**src/rtl/ddr2sdr_pkg.sv**
```systemverilog
// Shared types and constants for the DDR-to-SDR beat packer.
package ddr2sdr_pkg;

  typedef enum logic {
    LOCK_UNLOCKED = 1'b0,
    LOCK_LOCKED   = 1'b1
  } lock_state_e;

  typedef logic [1:0] mask_t;

  localparam mask_t MASK_LO   = 2'b01;
  localparam mask_t MASK_BOTH = 2'b11;

  // Wide enough for LOCK_CNT up to 15.
  localparam int unsigned LOCK_CNT_W = 4;

endpackage

```
**src/rtl/ddr2sdr_lock.sv**
```systemverilog
// Phase lock on the SDR follower: it qualifies alternating follow samples and
// marks the DDR edges that sit between SDR rising edges.
module ddr2sdr_lock
  import ddr2sdr_pkg::*;
#(
  parameter int unsigned LOCK_CNT = 4
) (
  input  logic clk_ddr_i,
  input  logic rst_ddr_ni,
  input  logic follow_i,
  output logic locked_o,
  output logic upd_edge_o,
  output logic lose_o,
  output logic lock_err_o
);

  lock_state_e           state_q, state_d;
  logic                  follow_q;
  logic [LOCK_CNT_W-1:0] cnt_q, cnt_d;
  logic                  alt;

  always_comb begin
    state_d = state_q;
    cnt_d   = cnt_q;
    lose_o  = 1'b0;
    alt     = (follow_i != follow_q);
    case (state_q)
      LOCK_UNLOCKED: begin
        if (!alt) begin
          cnt_d = '0;
        end else if (cnt_q == LOCK_CNT_W'(LOCK_CNT - 1)) begin
          state_d = LOCK_LOCKED;
          cnt_d   = '0;
        end else begin
          cnt_d = cnt_q + LOCK_CNT_W'(1);
        end
      end
      LOCK_LOCKED: begin
        if (!alt) begin
          state_d = LOCK_UNLOCKED;
          lose_o  = 1'b1;
        end
      end
      default: state_d = LOCK_UNLOCKED;
    endcase
  end

  always_ff @(posedge clk_ddr_i or negedge rst_ddr_ni) begin
    if (!rst_ddr_ni) begin
      state_q    <= LOCK_UNLOCKED;
      follow_q   <= 1'b0;
      cnt_q      <= '0;
      lock_err_o <= 1'b0;
    end else begin
      state_q  <= state_d;
      follow_q <= follow_i;
      cnt_q    <= cnt_d;
      if (lose_o) begin
        lock_err_o <= 1'b1;
      end
    end
  end

  assign locked_o   = (state_q == LOCK_LOCKED);
  assign upd_edge_o = locked_o && follow_i;

endmodule

```
**src/rtl/ddr2sdr_pack.sv**
```systemverilog
// Packs DDR-rate beats into double-width words, updating outputs only on DDR
// edges between SDR rising edges so each word straddles one SDR capture.
module ddr2sdr_pack
  import ddr2sdr_pkg::*;
#(
  parameter int unsigned DW       = 8,
  parameter int unsigned LOCK_CNT = 4
) (
  input  logic          clk_ddr_i,
  input  logic          rst_ddr_ni,
  input  logic          follow_i,
  input  logic          s_valid_i,
  input  logic [DW-1:0] s_data_i,
  input  logic          s_last_i,
  output logic          s_ready_o,
  output logic          sdr_valid_o,
  output logic [2*DW-1:0] sdr_data_o,
  output logic [1:0]    sdr_mask_o,
  output logic          sdr_last_o,
  input  logic          sdr_ready_i,
  output logic          locked_o,
  output logic          lock_err_o
);

  localparam int unsigned WW = 2 * DW;

  typedef struct packed {
    logic [WW-1:0] data;
    mask_t         mask;
    logic          last;
  } pend_t;

  logic          locked, upd_edge, lose;
  logic [DW-1:0] lo_q;
  logic          lo_v_q, lo_last_q;
  pend_t         pend_q, pend_d, out_q;
  logic          pend_v_q, out_v_q;
  logic          accept, pend_mv, pend_free;
  logic          pair, single, park, store_lo, flush, pend_load;

  ddr2sdr_lock #(
    .LOCK_CNT(LOCK_CNT)
  ) u_lock (
    .clk_ddr_i (clk_ddr_i),
    .rst_ddr_ni(rst_ddr_ni),
    .follow_i  (follow_i),
    .locked_o  (locked),
    .upd_edge_o(upd_edge),
    .lose_o    (lose),
    .lock_err_o(lock_err_o)
  );

  assign s_ready_o = locked && !(pend_v_q && lo_v_q);
  assign accept    = s_valid_i && s_ready_o;
  assign pend_mv   = upd_edge && !lose && pend_v_q && (!out_v_q || sdr_ready_i);
  assign pend_free = !pend_v_q || pend_mv;

  // A lone last beat that finds pend occupied is parked in lo and flushed as a
  // half word once pend drains; the register-only ready then stalls the next beat.
  assign pair     = accept && lo_v_q;
  assign single   = accept && !lo_v_q && s_last_i && pend_free;
  assign park     = accept && !lo_v_q && s_last_i && !pend_free;
  assign store_lo = accept && !lo_v_q && !s_last_i;
  assign flush    = lo_v_q && lo_last_q && pend_free;
  assign pend_load = pair || single || flush;

  always_comb begin
    pend_d = pend_q;
    if (pair) begin
      pend_d.data = {s_data_i, lo_q};
      pend_d.mask = MASK_BOTH;
      pend_d.last = s_last_i;
    end else if (single) begin
      pend_d.data = {{DW{1'b0}}, s_data_i};
      pend_d.mask = MASK_LO;
      pend_d.last = 1'b1;
    end else if (flush) begin
      pend_d.data = {{DW{1'b0}}, lo_q};
      pend_d.mask = MASK_LO;
      pend_d.last = 1'b1;
    end
  end

  always_ff @(posedge clk_ddr_i or negedge rst_ddr_ni) begin
    if (!rst_ddr_ni) begin
      lo_q      <= '0;
      lo_v_q    <= 1'b0;
      lo_last_q <= 1'b0;
      pend_q    <= '0;
      pend_v_q  <= 1'b0;
      out_q     <= '0;
      out_v_q   <= 1'b0;
    end else if (lose) begin
      lo_v_q    <= 1'b0;
      lo_last_q <= 1'b0;
      pend_v_q  <= 1'b0;
      out_v_q   <= 1'b0;
    end else begin
      if (store_lo || park) begin
        lo_q      <= s_data_i;
        lo_v_q    <= 1'b1;
        lo_last_q <= park;
      end else if (pair || flush) begin
        lo_v_q    <= 1'b0;
        lo_last_q <= 1'b0;
      end

      if (pend_load) begin
        pend_q   <= pend_d;
        pend_v_q <= 1'b1;
      end else if (pend_mv) begin
        pend_v_q <= 1'b0;
      end

      if (pend_mv) begin
        out_q   <= pend_q;
        out_v_q <= 1'b1;
      end else if (upd_edge && out_v_q && sdr_ready_i) begin
        out_v_q <= 1'b0;
      end
    end
  end

  assign locked_o    = locked;
  assign sdr_valid_o = out_v_q;
  assign sdr_data_o  = out_q.data;
  assign sdr_mask_o  = out_q.mask;
  assign sdr_last_o  = out_q.last;

endmodule

```
**config.mk**
```make
export PLATFORM = sky130hd
export DESIGN_NAME = ddr2sdr_pack
export DESIGN_NICKNAME = d
export VERILOG_FILES = /design/src/rtl/ddr2sdr_pkg.sv /design/src/rtl/ddr2sdr_lock.sv /design/src/rtl/ddr2sdr_pack.sv
export SDC_FILE = /design/constraint.sdc
export NUM_CORES = 1
export LEC_CHECK = 0
export BUFFER_PORTS_ARGS = -buffer_cell sky130_fd_sc_hd__buf_2
export CAP_MARGIN = 30
export CORE_MARGIN = 2
export CORE_UTILIZATION = 58
export DETAILED_ROUTE_END_ITERATION = 6
export PLACE_DENSITY = 0.78
export SLEW_MARGIN = 40
export SYNTH_ARGS = -nofsm -noshare
export SYNTH_HDL_FRONTEND = slang
export SYNTH_SLANG_ARGS = --single-unit
```
**constraint.sdc**
```tcl
create_clock -name clk_ddr_i -period 4.8 [get_ports clk_ddr_i]
set_input_delay 0.96 -clock clk_ddr_i [delete_from_list [all_inputs] [get_ports clk_ddr_i]]
set_output_delay 0.96 -clock clk_ddr_i [all_outputs]
set_load 0.01 [all_outputs]
```
After elaboration in Yosys (flattened, before gate mapping)
Cells that the tools add are included.
{"block": "word_totals", "reg_bits": 57, "inputBits": 14, "out_inout_bits": 23}
{"block": "classes", "addsub": 1, "eq_ne": 2, "n_mux": 22, "bitwise": 2, "reduce_logical": 37}
{"operator": "19-bit two-way mux", "n": 3}
{"operator": "1-bit logical AND", "n": 17}
{"operator": "1-bit two-way mux", "n": 16}
{"operator": "3-bit nonzero test", "n": 4}
{"operator": "4-bit two-way mux", "n": 2}
{"operator": "1-bit logical NOT", "n": 7}
{"operator": "1-bit logical OR", "n": 6}
{"operator": "4-bit by 1-bit adder with 4-bit output, second input constant", "n": 1}
{"operator": "4-bit by 2-bit == test with 1-bit output, second input constant", "n": 1}
{"operator": "2-bit AND reduction", "n": 2}
{"operator": "3-bit AND reduction", "n": 1}
{"operator": "1-bit NOT", "n": 2}
{"operator": "1-bit case mux with 2 select lines", "n": 1}
{"operator": "1-bit inequality test", "n": 1}

Logic depth before layout (Yosys ltp)
Gate-level depths: netlist of run 1.
{"block": "logic_depth", "ltp_word": 13, "depth_mapped": 6}

Hierarchy
Synthesis of run 1 repeated with hierarchy kept, for this count alone.
{"block": "unflattened", "cells_unflattened": 167, "area_unflattened_um2": 2429.8}
{"mod": "ddr2sdr_pack", "instances": 1, "cells_per_inst": 137, "area_per_inst_um2": 2098.3}
{"mod": "ddr2sdr_lock", "instances": 1, "cells_per_inst": 30, "area_per_inst_um2": 331.6}

Worst setup path after synthesis of run 1
OpenSTA, ideal clock, no wires.
{"block": "synth_timing", "path_type": "input to register", "from": "input sdr_ready_i", "to": "register lo_q[0]", "arrival_ns": 2.278, "slack_ns": 2.397, "stages": 4, "path_buffers": 0, "cell_sequence": "nor2b_1 > o31ai_2 > a2111oi_4 > mux2_2"}
{"block": "synth_via", "elab_chain_len": 7}
{"item": "from (decl)", "line_no": "ddr2sdr_pack.sv:20", "text": "input logic sdr_ready_i,"}
{"item": "1-bit logical OR", "line_no": "ddr2sdr_pack.sv:55", "text": "assign pend_mv = upd_edge && !lose && pend_v_q && (!out_v_q || sdr_ready_i);"}
{"item": "1-bit logical AND", "line_no": "ddr2sdr_pack.sv:55"}
{"item": "1-bit logical OR", "line_no": "ddr2sdr_pack.sv:56", "text": "assign pend_free = !pend_v_q || pend_mv;"}
{"item": "1-bit logical NOT", "line_no": "ddr2sdr_pack.sv:62", "text": "assign park = accept && !lo_v_q && s_last_i && !pend_free;"}
{"item": "1-bit logical AND", "line_no": "ddr2sdr_pack.sv:62"}
{"item": "1-bit logical OR", "line_no": "ddr2sdr_pack.sv:99", "text": "if (store_lo || park) begin"}
{"item": "2-bit AND reduction (no source line)"}
{"item": "to (signal assigned)", "line_no": "ddr2sdr_pack.sv:100", "text": "lo_q <= s_data_i;"}
{"item": "to (decl)", "line_no": "ddr2sdr_pack.sv:34", "text": "logic [DW-1:0] lo_q;"}
No other way between the ends.
A chain may end at the register's enable or synchronous reset.

Worst setup path after layout of run 1
{"block": "layout_timing", "from": "input sdr_ready_i", "to": "register lo_q[6]"}
Same word-level chain as after synthesis.

==> results_dict.tcl, run 1 <==
set metrics [dict create \
    outcome "finished, final reports clean" \
    cts_hold_buf 0 \
    cts_resized 0 \
    worstSetupStartpoint "sdr_ready_i" \
    vias 1755 \
    hp-class "register to register" \
    gr-usage-all-layers_pct 25.1 \
    stdcell_area_um2 2880 \
    syn_nets 208 \
    hp-start "u_lock.lock_err_o" \
    ys_seq_elements 57 \
    wl_per_cell_um 18.1 \
    htreeDepth 3 \
    pwr-share-clk_pct 29.3 \
    startpoint_type "input pin" \
    wl_met1_mm 2.32 \
    wl_met3_um 359 \
    grt_max_degree 58 \
    r2r_end "lo_q[6]" \
    grt_setup_unrepaired "no" \
    slew_headroom_pct 51.2 \
    fin_cells 290 \
    finalHoldViolations 0 \
    tightest_slew_ps 732 \
    syn_area_um2 2440 \
    cp_max_fo 13 \
    crit_type "input pin to register" \
    wirelength_mm 5.24 \
    io_pins 37 \
    hpwl_mm 3.48 \
    clk_pin_slew_ps 70 \
    yosysSeqAreaShare_pct 58.4 \
    start_util_pct 60.6 \
    p_int_mw 1.03 \
    drtIter0Drc 122 \
    cts_tree "done" \
    fp-row-count 23 \
    whs_path_depth 1 \
    irDropWorstVdd_uv 262 \
    place_area_um2 2670 \
    core-area_um2 4030 \
    worstPathArrival_ps 2760 \
    fin_setup_tns_ps 0 \
    p_switching_uw 481 \
    io_buffers 36 \
    antenna_left 0 \
    diodes 0 \
    clock_latency_ps 340 \
    reg2reg_slack_ps 2500 \
    finalSetupViolations 0 \
    yosys_warnings 0 \
    firstDrtPassIters 4 \
    avgViaCountPerCell 6.05 \
    p_comb_share_pct 23.2 \
    chipWidth_um 68.9 \
    top_layer_used "met4" \
    p_total_mw 1.51 \
    overflow 0 \
    layout_min_cycle_time_ps 2530 \
    p_leak_nw 1.38 \
    die_area_um2 4750 \
    wl_met2_mm 2.48 \
    power_density_nw_per_um2 524 \
    antenna_found_initial 0 \
    avgSynthCellArea_um2 12.7 \
    endpoint_kind "register" \
    yosysUniqueCellTypes 34 \
    grt_first_pass_wirelength_mm 8.13 \
    r2r-start "u_lock.locked_o" \
    grt_pass1_vias 1615 \
    clock-sinks 57 \
    ctsLongestPathBuffers 2 \
    swShare_pct 31.8 \
    fin_nets 250 \
    drv_slew 0 \
    drive_gt1_share_pct 37.5 \
    fmax_ghz 0.395 \
    cts_root_buf "clkbuf_8" \
    die_y_um 68.9 \
    p_seq_share_pct 47.5 \
    synth_cells 193 \
    area_delta_synth_final_pct 18.1 \
    fin_skew_ps 7.59 \
    drc 0 \
    hold_end "u_lock.lock_err_o" \
    fin_crit_sh_pct 52.8 \
    postCtsSetupRepairBufs 0 \
    globalplace.congestion 0.804 \
    crit_required_ps 5030 \
    fillers 300 \
    cts-buffers-inserted 9 \
    ff2ff_path_depth 4 \
    dp.cells 274 \
    drv_cap 0 \
]
worst max-delay path by stage:
stage,end,slack (ps),cells past startpoint
2_1_floorplan,lo_q[0],2400,4
3_3_place_gp,pend_v_q,1900,6
3_5_place_dp,lo_q[6],1930,5
4_1_cts,pend_q[13],2290,5
5_1_grt,lo_q[2],2220,5
6_report,lo_q[6],2270,5
cell type report:
cell class / instances / area [µm²] / share of cell area, %
clock inverters: 5 / 55.1 / 1.91
repair buffers: 39 / 203 / 7.03
multi-input cells: 123 / 977 / 33.9
flip-flops and latches: 57 / 1430 / 49.5
inverters: 5 / 18.8 / 0.651
clock buffers: 11 / 141 / 4.90
well taps: 50 / 62.6 / 2.17
Yosys cell counts:
cell type | n | area, µm²
buf_2 | 6 | 30.0
nand4b_1 | 1 | 8.76
xnor2_2 | 1 | 16.3
o22ai_1 | 1 | 6.26
nand2_1 | 8 | 30.0
a22oi_2 | 1 | 12.5
xor2_1 | 1 | 8.76
a22o_1 | 9 | 78.8
a211oi_1 | 8 | 60.1
and4_1 | 1 | 8.76
o21ai_1 | 1 | 5.00
a21oi_1 | 4 | 20.0
nor3_1 | 1 | 5.00
a21boi_0 | 1 | 7.51
a41o_1 | 1 | 10.0
ha_1 | 1 | 12.5
a31oi_1 | 10 | 62.6
mux2_2 | 27 | 304
o21ai_0 | 15 | 75.1
nor4b_2 | 1 | 15.0
nand2b_2 | 1 | 8.76
inv_1 | 5 | 18.8
a2111oi_4 | 1 | 27.5
a21o_1 | 4 | 30.0
nand2b_1 | 5 | 31.3
clkbuf_1 | 2 | 7.51
nor3_2 | 1 | 10.0
nand3_1 | 9 | 45.0
and3_1 | 1 | 6.26
nor2_1 | 2 | 7.51
o31ai_2 | 1 | 12.5
a2bb2oi_1 | 1 | 8.76
dfrtp_1 | 57 | 1430
nor2b_1 | 4 | 25.0
registers in the layout, indices dropped and copies added (netlist names), 2 cells and up:
register and cells:
sdr_data_o 16, u_lock.cnt_q 4, pend_q 19, sdr_mask_o 2, lo_q 8
layer usage:
| metal | vias to the layer above | GRT usage (%) |
|---|---|---|
| met4 | 0 | 11.0 |
| met3 | 12 | 10.7 |
| li1 | 804 | - |
| met5 | - | 0 |
| met2 | 79 | 34.9 |
| met1 | 860 | 34.4 |
critical path: stages:
cell and delay, ps:
buf_2 100, nor2b_1 310, o31ai_4 200, a2111oi_4 770, mux2_2 420
through the flow:
stage	utilization, %	hold WS (ps)	worst slack, ps
after detailed placement	66.4	458	1930
after floorplan	-	428	2400
after CTS	71.2	473	2290
after global routing	71.6	501	2220
after global placement	66.3	445	1900
final	71.6	466	2270
cell usage in the layout, fill, tap and decap left out, types with 2 or more instances in the layout:
master / netlist / final
dfrtp_1: 57 / 57
clkinvlp_4: 0 / 2
nand2b_1: 5 / 5
a21o_1: 4 / 4
a22o_1: 9 / 9
o21ai_0: 15 / 15
inv_1: 5 / 5
clkbuf_8: 0 / 10
a21oi_1: 4 / 3
nor3_2: 1 / 2
nand3_1: 9 / 9
nand2_1: 8 / 8
clkinv_2: 0 / 2
buf_2: 6 / 36
buf_4: 0 / 3
nor2b_1: 4 / 4
mux2_2: 27 / 27
a211oi_1: 8 / 8
a31oi_1: 10 / 10
nor2_1: 2 / 2
kinds of logic after synthesis:
kind of cell,Yosys count,share of synthesized area (%)
xor+xnor,2,1.02
fa+ha+maj,1,0.512
simple gates,35,8.25
compound gates,58,17.1
flops,57,58.4
buf+inv,13,2.31
mux,27,12.4
power by group through the flow:
stage | clock, mW | sequential, mW | combinational (mW)
final | 0.444 | 0.718 | 0.351
after global routing | 0.472 | 0.736 | 0.392
after CTS | 0.449 | 0.714 | 0.345
after detailed placement | 0 | 0.720 | 0.343
after global placement | 0 | 0.710 | 0.322
after floorplan | 0 | 0.707 | 0.223
(Power assumes the default switching activity.)
==> run 2: changes to the inputs <==
Settings changed: ABC_AREA from default to 1, CORE_UTILIZATION 58 to 56, PLACE_DENSITY 0.78 to 0.76.
Clock period 4.8 ns to 2.4 ns, I/O delays scaled along.
==> results_dict.tcl, run 2 <==
set metrics [dict create \
    outcome "finished, final reports clean" \
    syn_nets 265 \
    stdcell_area_um2 2850 \
    yosys_warnings 0 \
    grt_pass1_vias 1729 \
    drv_cap 0 \
    yosys.area.top_type_share_pct 58.5 \
    drive_gt1_share_pct 28.3 \
    fin_skew_ps 6.30 \
    cp_max_fo 20 \
    ctsLongestPathBuffers 2 \
    ys_seq_elements 57 \
    worstSetupStartpoint "lo_v_q" \
    irDropWorstVdd_uv 565 \
    netlist_top_cells_count "nand2_1 (102), dfrtp_1 (57), nand3_1 (23)" \
    hp-class "input pin to asynchronous set/reset pin" \
    antenna_left 0 \
    fin_nets 308 \
    fin_crit_sh_pct 72.0 \
    drc 0 \
    hpwl_mm 3.20 \
    synthTopCellsByArea "dfrtp_1 (58%), nand2_1 (16%), mux2_2 (8.3%)" \
    yosysTopAreaCell "dfrtp_1" \
    globalplace.congestion 0.828 \
    synth_cells 250 \
    synthArstFlopShare_pct 100 \
    cts_tree "done" \
    die_y_um 70.0 \
    grt_first_pass_wirelength_mm 7.91 \
    finalHoldViolations 0 \
    p_total_mw 2.76 \
    yosysSeqAreaShare_pct 58.5 \
    cts-buffers-inserted 9 \
    grt_setup_unrepaired "no" \
    synth_edf_count 0 \
    gr-usage-all-layers_pct 21.0 \
    cts_resized 0 \
    crit_type "register to register" \
    largest_reg_flops 19 \
    tightest_slew_ps 625 \
    io_pins 37 \
    place_area_um2 2670 \
    die_area_um2 4900 \
    most-common-layout-cells "nand2_1 (102), dfrtp_1 (57), buf_2 (36)" \
    fin_cells 349 \
    endpoint_kind "register" \
    core-area_um2 4260 \
    htreeDepth 3 \
    layout_min_cycle_time_ps 1730 \
    slew_headroom_pct 58.3 \
    power_density_nw_per_um2 970 \
    postCtsSetupRepairBufs 0 \
    vias 1791 \
    met1_usage_pct 27.8 \
    fin_setup_tns_ps 0 \
    final_common_cell "nand2_1" \
    drtIter0Drc 111 \
    wirelength_mm 4.48 \
    r2r-start "lo_v_q" \
    grt_max_degree 31 \
    wl_per_cell_um 12.8 \
    firstDrtPassIters 4 \
    avgViaCountPerCell 5.13 \
    io_buffers 36 \
    grtUsageMet2_pct 32.0 \
    startpoint_type "register" \
    p_leak_nw 1.64 \
    ys.flop_type "dfrtp_1" \
    clk_pin_slew_ps 60 \
    chipWidth_um 70.0 \
    drv_slew 0 \
    overflow 0 \
    crit_required_ps 2620 \
    clock_latency_ps 330 \
    area_delta_synth_final_pct 16.8 \
    cts_hold_buf 0 \
    worstPathArrival_ps 1950 \
    top_register "pend_q" \
    finalSetupViolations 0 \
    fp-row-count 24 \
    top_usage_layer "met2" \
    avgSynthCellArea_um2 9.76 \
    dp.cells 334 \
    start_util_pct 57.2 \
    syn_area_um2 2440 \
    ff2ff_path_depth 8 \
    synth_most_common_cell "nand2_1" \
    grt_use_met3_pct 6.20 \
    diodes 0 \
    yosysUniqueCellTypes 23 \
    fmax_ghz 0.579 \
    clock-sinks 57 \
    cts_root_buf "clkbuf_8" \
    antenna_found_initial 0 \
]
run 2: cell count changes after synthesis, moves of 4 or more:
cell and change:
nand2_1 +94, nand3_1 +14, o21ai_0 -11, a31oi_1 -10, a22o_1 -9, mux2_2 -9
a211oi_1 -8, inv_1 +8, nand2b_1 -5, a21o_1 -4, inv_2 +4, nand4_1 +4
nor2b_1 -4
run 2: layout make-up:
type                            count  area, µm²
Clock inverter                      3       15.0
Inverter                           17       63.8
Timing Repair Buffer               38        208
Clock buffer                       12        165
Fill cell                         324       1410
Sequential cell                    57       1430
Tap cell                           52       65.1
Multi-Input combinational cell    170        907
run 2: power breakdown:
group | switching (mW) | internal [mW] | leakage, nW
clock | 0.347 | 0.447 | 0.0980
sequential | 0.159 | 1.21 | 0.762
combinational | 0.361 | 0.241 | 0.784
total | 0.867 | 1.90 | 1.64
run 2: logic make-up (layout without fill, tap and decap cells):
| kind of cell | count (synthesis) | after routing | synth area share [%] |
|---|---|---|---|
| and+or+nand+nor | 139 | 139 | 25.2 |
| DFF | 57 | 57 | 58.5 |
| buffers and inverters | 23 | 70 | 4.36 |
| muxes | 18 | 18 | 8.31 |
| AOI/OAI and AO/OA | 9 | 9 | 2.10 |
| xor gates and xnor gates | 3 | 3 | 1.08 |
| adders and majority gates | 1 | 1 | 0.513 |
run 2: worst paths after layout:
path	end	slack, ps
worst min-delay path	sdr_mask_o[0]	160
min in group clk_ddr_i	u_lock.follow_q	290
worst min register to register	pend_q[1]	450
worst max register to register	pend_q[9]	670
max in group asynchronous	sdr_last_o	1670
worst max-delay path	pend_q[9]	670
run 2: per-stage QoR:
stage	util, %	hold WS (ps)	worst slack [ps]
2_1_floorplan	-	184	921
3_3_place_gp	62.6	436	518
3_5_place_dp	62.6	444	470
4_1_cts	66.8	169	660
5_1_grt	66.8	220	497
6_report	66.8	161	673
run 2: critical path: stages (launching register included):
cell	delay (ps)
dfrtp_1	450
nand2_1	100
nand4_1	140
nor2_4	290
nand2_4	150
nand3_4	150
nand2_4	170
nand2_1	120
nand2_1	50
run 2: metal layers:
layer  vias up  routed length [µm]  share of wire [%]
met5         -                   0                  0
met3        12                 222                5.0
met1       854                2100                 47
met4         0                 110                2.5
li1        887                   -                  -
met2        38                2040                 46
==> run 3: changes to the inputs <==
Settings changed: CORE_UTILIZATION 56 to 50, PLACE_DENSITY 0.76 to 0.71.
Clock period 2.4 ns to 1.5 ns, I/O delays scaled along.
==> results_dict.tcl, run 3 (synthesized netlist as in run 2, its figures left out) <==
set metrics [dict create \
    outcome "finished, final reports clean" \
    fin_skew_ps 8.18 \
    whs_path_depth 1 \
    io_pins 37 \
    drv_slew 0 \
    p_leak_nw 1.72 \
    clock-sinks 57 \
    crit_required_ps 1200 \
    wirelength_mm 4.61 \
    cp_num_buf_inv 2 \
    antenna_left 0 \
    reg2reg_slack_ps 60 \
    finalSetupViolations 0 \
    critPathTopFamily "flip-flops" \
    swShare_pct 31.4 \
    drive_gt1_share_pct 33.5 \
    crit_slowest_cell "dfrtp_1" \
    vias 1814 \
    startpoint_type "register" \
    drv_cap 0 \
    p_comb_share_pct 24.7 \
    worstPathArrival_ps 1160 \
    layout_min_cycle_time_ps 1460 \
    globalplace.congestion 0.839 \
    p_switching_mw 1.44 \
    tightest_slew_ps 299 \
    endpoint_kind "primary output" \
    place_area_um2 2760 \
    final_common_cell "nand2_1" \
    grtUsageMet2_pct 26.5 \
    gr-usage-all-layers_pct 18.1 \
    largest_reg_flops 19 \
    core-area_um2 4720 \
    start_util_pct 51.7 \
    slew_headroom_pct 80.1 \
    clock_latency_ps 330 \
    worstPathCellList "inv_2 -> a21oi_2 -> buf_2" \
    finalHoldViolations 0 \
    fin_crit_sh_pct 97.5 \
    hp-class "input pin to register" \
    top_usage_layer "met2" \
    top_register "pend_q" \
    cp_max_fo 7 \
    r2r-start "u_lock.locked_o" \
    fin_setup_tns_ps 0 \
    grt_setup_unrepaired "yes" \
    drtIter0Drc 106 \
    holdWs_ps 127 \
    ctsLongestPathBuffers 2 \
    grt_first_pass_wirelength_mm 7.26 \
    clk_pin_slew_ps 60 \
    fmax_ghz 0.684 \
    fp-row-count 25 \
    io_buffers 36 \
    hpwl_mm 3.15 \
    wl_per_cell_um 12.2 \
    cts-buffers-inserted 9 \
    met1_usage_pct 24.3 \
    drc 0 \
    r2r_end "pend_q[5]" \
    grt_use_met3_pct 4.53 \
    htreeDepth 3 \
    cts_root_buf "clkbuf_8" \
    irDropWorstVdd_uv 812 \
    crit_type "register to primary output" \
    area_delta_synth_final_pct 25.4 \
    die_y_um 73.9 \
    die_area_um2 5450 \
    max_stage_delay_ps 420 \
    most-common-layout-cells "nand2_1 (100), dfrtp_1 (56), buf_2 (36)" \
    grt_max_degree 58 \
    chipWidth_um 73.9 \
    hold_end "u_lock.follow_q" \
    overflow 0 \
    antenna_found_initial 0 \
    ff2ff_path_depth 9 \
    avgViaCountPerCell 4.81 \
    pwr-share-clk_pct 27.5 \
    power_density_nw_per_um2 1500 \
    hp-start "follow_i" \
    stdcell_area_um2 3060 \
    firstDrtPassIters 4 \
    diodes 0 \
    grt_pass1_vias 1624 \
    fin_nets 321 \
    cts_tree "done" \
    p_int_mw 3.14 \
    p_seq_share_pct 47.8 \
]
run 3: cell count changes in the layout (fill, tap and decap cells not counted), sizes merged:
cell         before  now
buf              38   49
dlygate4sd3       0    1
nand2           105  106
run 3: what timing repair did:
action,4_1_cts,5_1_grt
buffers inserted,1,2
cloned,0,1
endpoints found under the setup margin,1,29
endpoints found under the hold margin,57,0
pin swaps,0,1
hold buffers,1,0
gates resized for setup,0,14
run 3: layout make-up:
cell class / count / area, µm²
Inverter: 17 / 66.3
Timing Repair Buffer: 50 / 329
Sequential cell: 57 / 1430
Clock inverter: 3 / 15.0
Tap cell: 67 / 83.8
Multi-Input combinational cell: 171 / 973
Fill cell: 395 / 1660
Clock buffer: 12 / 165
run 3: power by group through the flow:
stage | logic, mW | registers [mW] | clock network [mW]
3_3_place_gp | 1.00 | 2.20 | 0
4_1_cts | 1.05 | 2.18 | 1.30
2_1_floorplan | 0.661 | 2.20 | 0
5_1_grt | 1.28 | 2.24 | 1.36
3_5_place_dp | 1.03 | 2.21 | 0
6_report | 1.13 | 2.19 | 1.26
run 3: through the flow:
stage          utilization [%]  total power, mW  setup slack [ps]  std cells
4_1_cts                   62.6             4.54              6.84        374
5_1_grt                   64.8             4.87             -44.3        377
3_3_place_gp              58.5             3.20              23.6        357
6_report                  64.8             4.58              38.0        377
2_1_floorplan                -             2.86              20.6        250
3_5_place_dp              58.5             3.24              13.1        357
run 3: worst reg2reg max path, cell delays in order (launching register included):
cell and delay (ps):
dfrtp_1 420, nand2_1 90, inv_2 40, nand3_2 100, nand2_4 80, nand2_1 110
nand3_4 160, buf_6 190, nand3_1 80, nand2_1 50
run 3: layer usage:
metal / wire length (µm) / vias up
met3: 229 / 5
li1: - / 924
met4: 33 / 0
met5: 0 / -
met2: 2020 / 46
met1: 2320 / 839
run 3: worst max-delay path by stage:
stage                 endpoint  cells after the start       startpoint  slack, ps
global route         pend_q[5]                      8           lo_v_q        -40
CTS                  pend_q[4]                      8           lo_v_q          7
finish               s_ready_o                      3  u_lock.locked_o         40
global placement      pend_v_q                      7         follow_i         20
floorplan            pend_q[2]                      9           lo_v_q         20
detailed placement  pend_q[18]                      8           lo_v_q         10
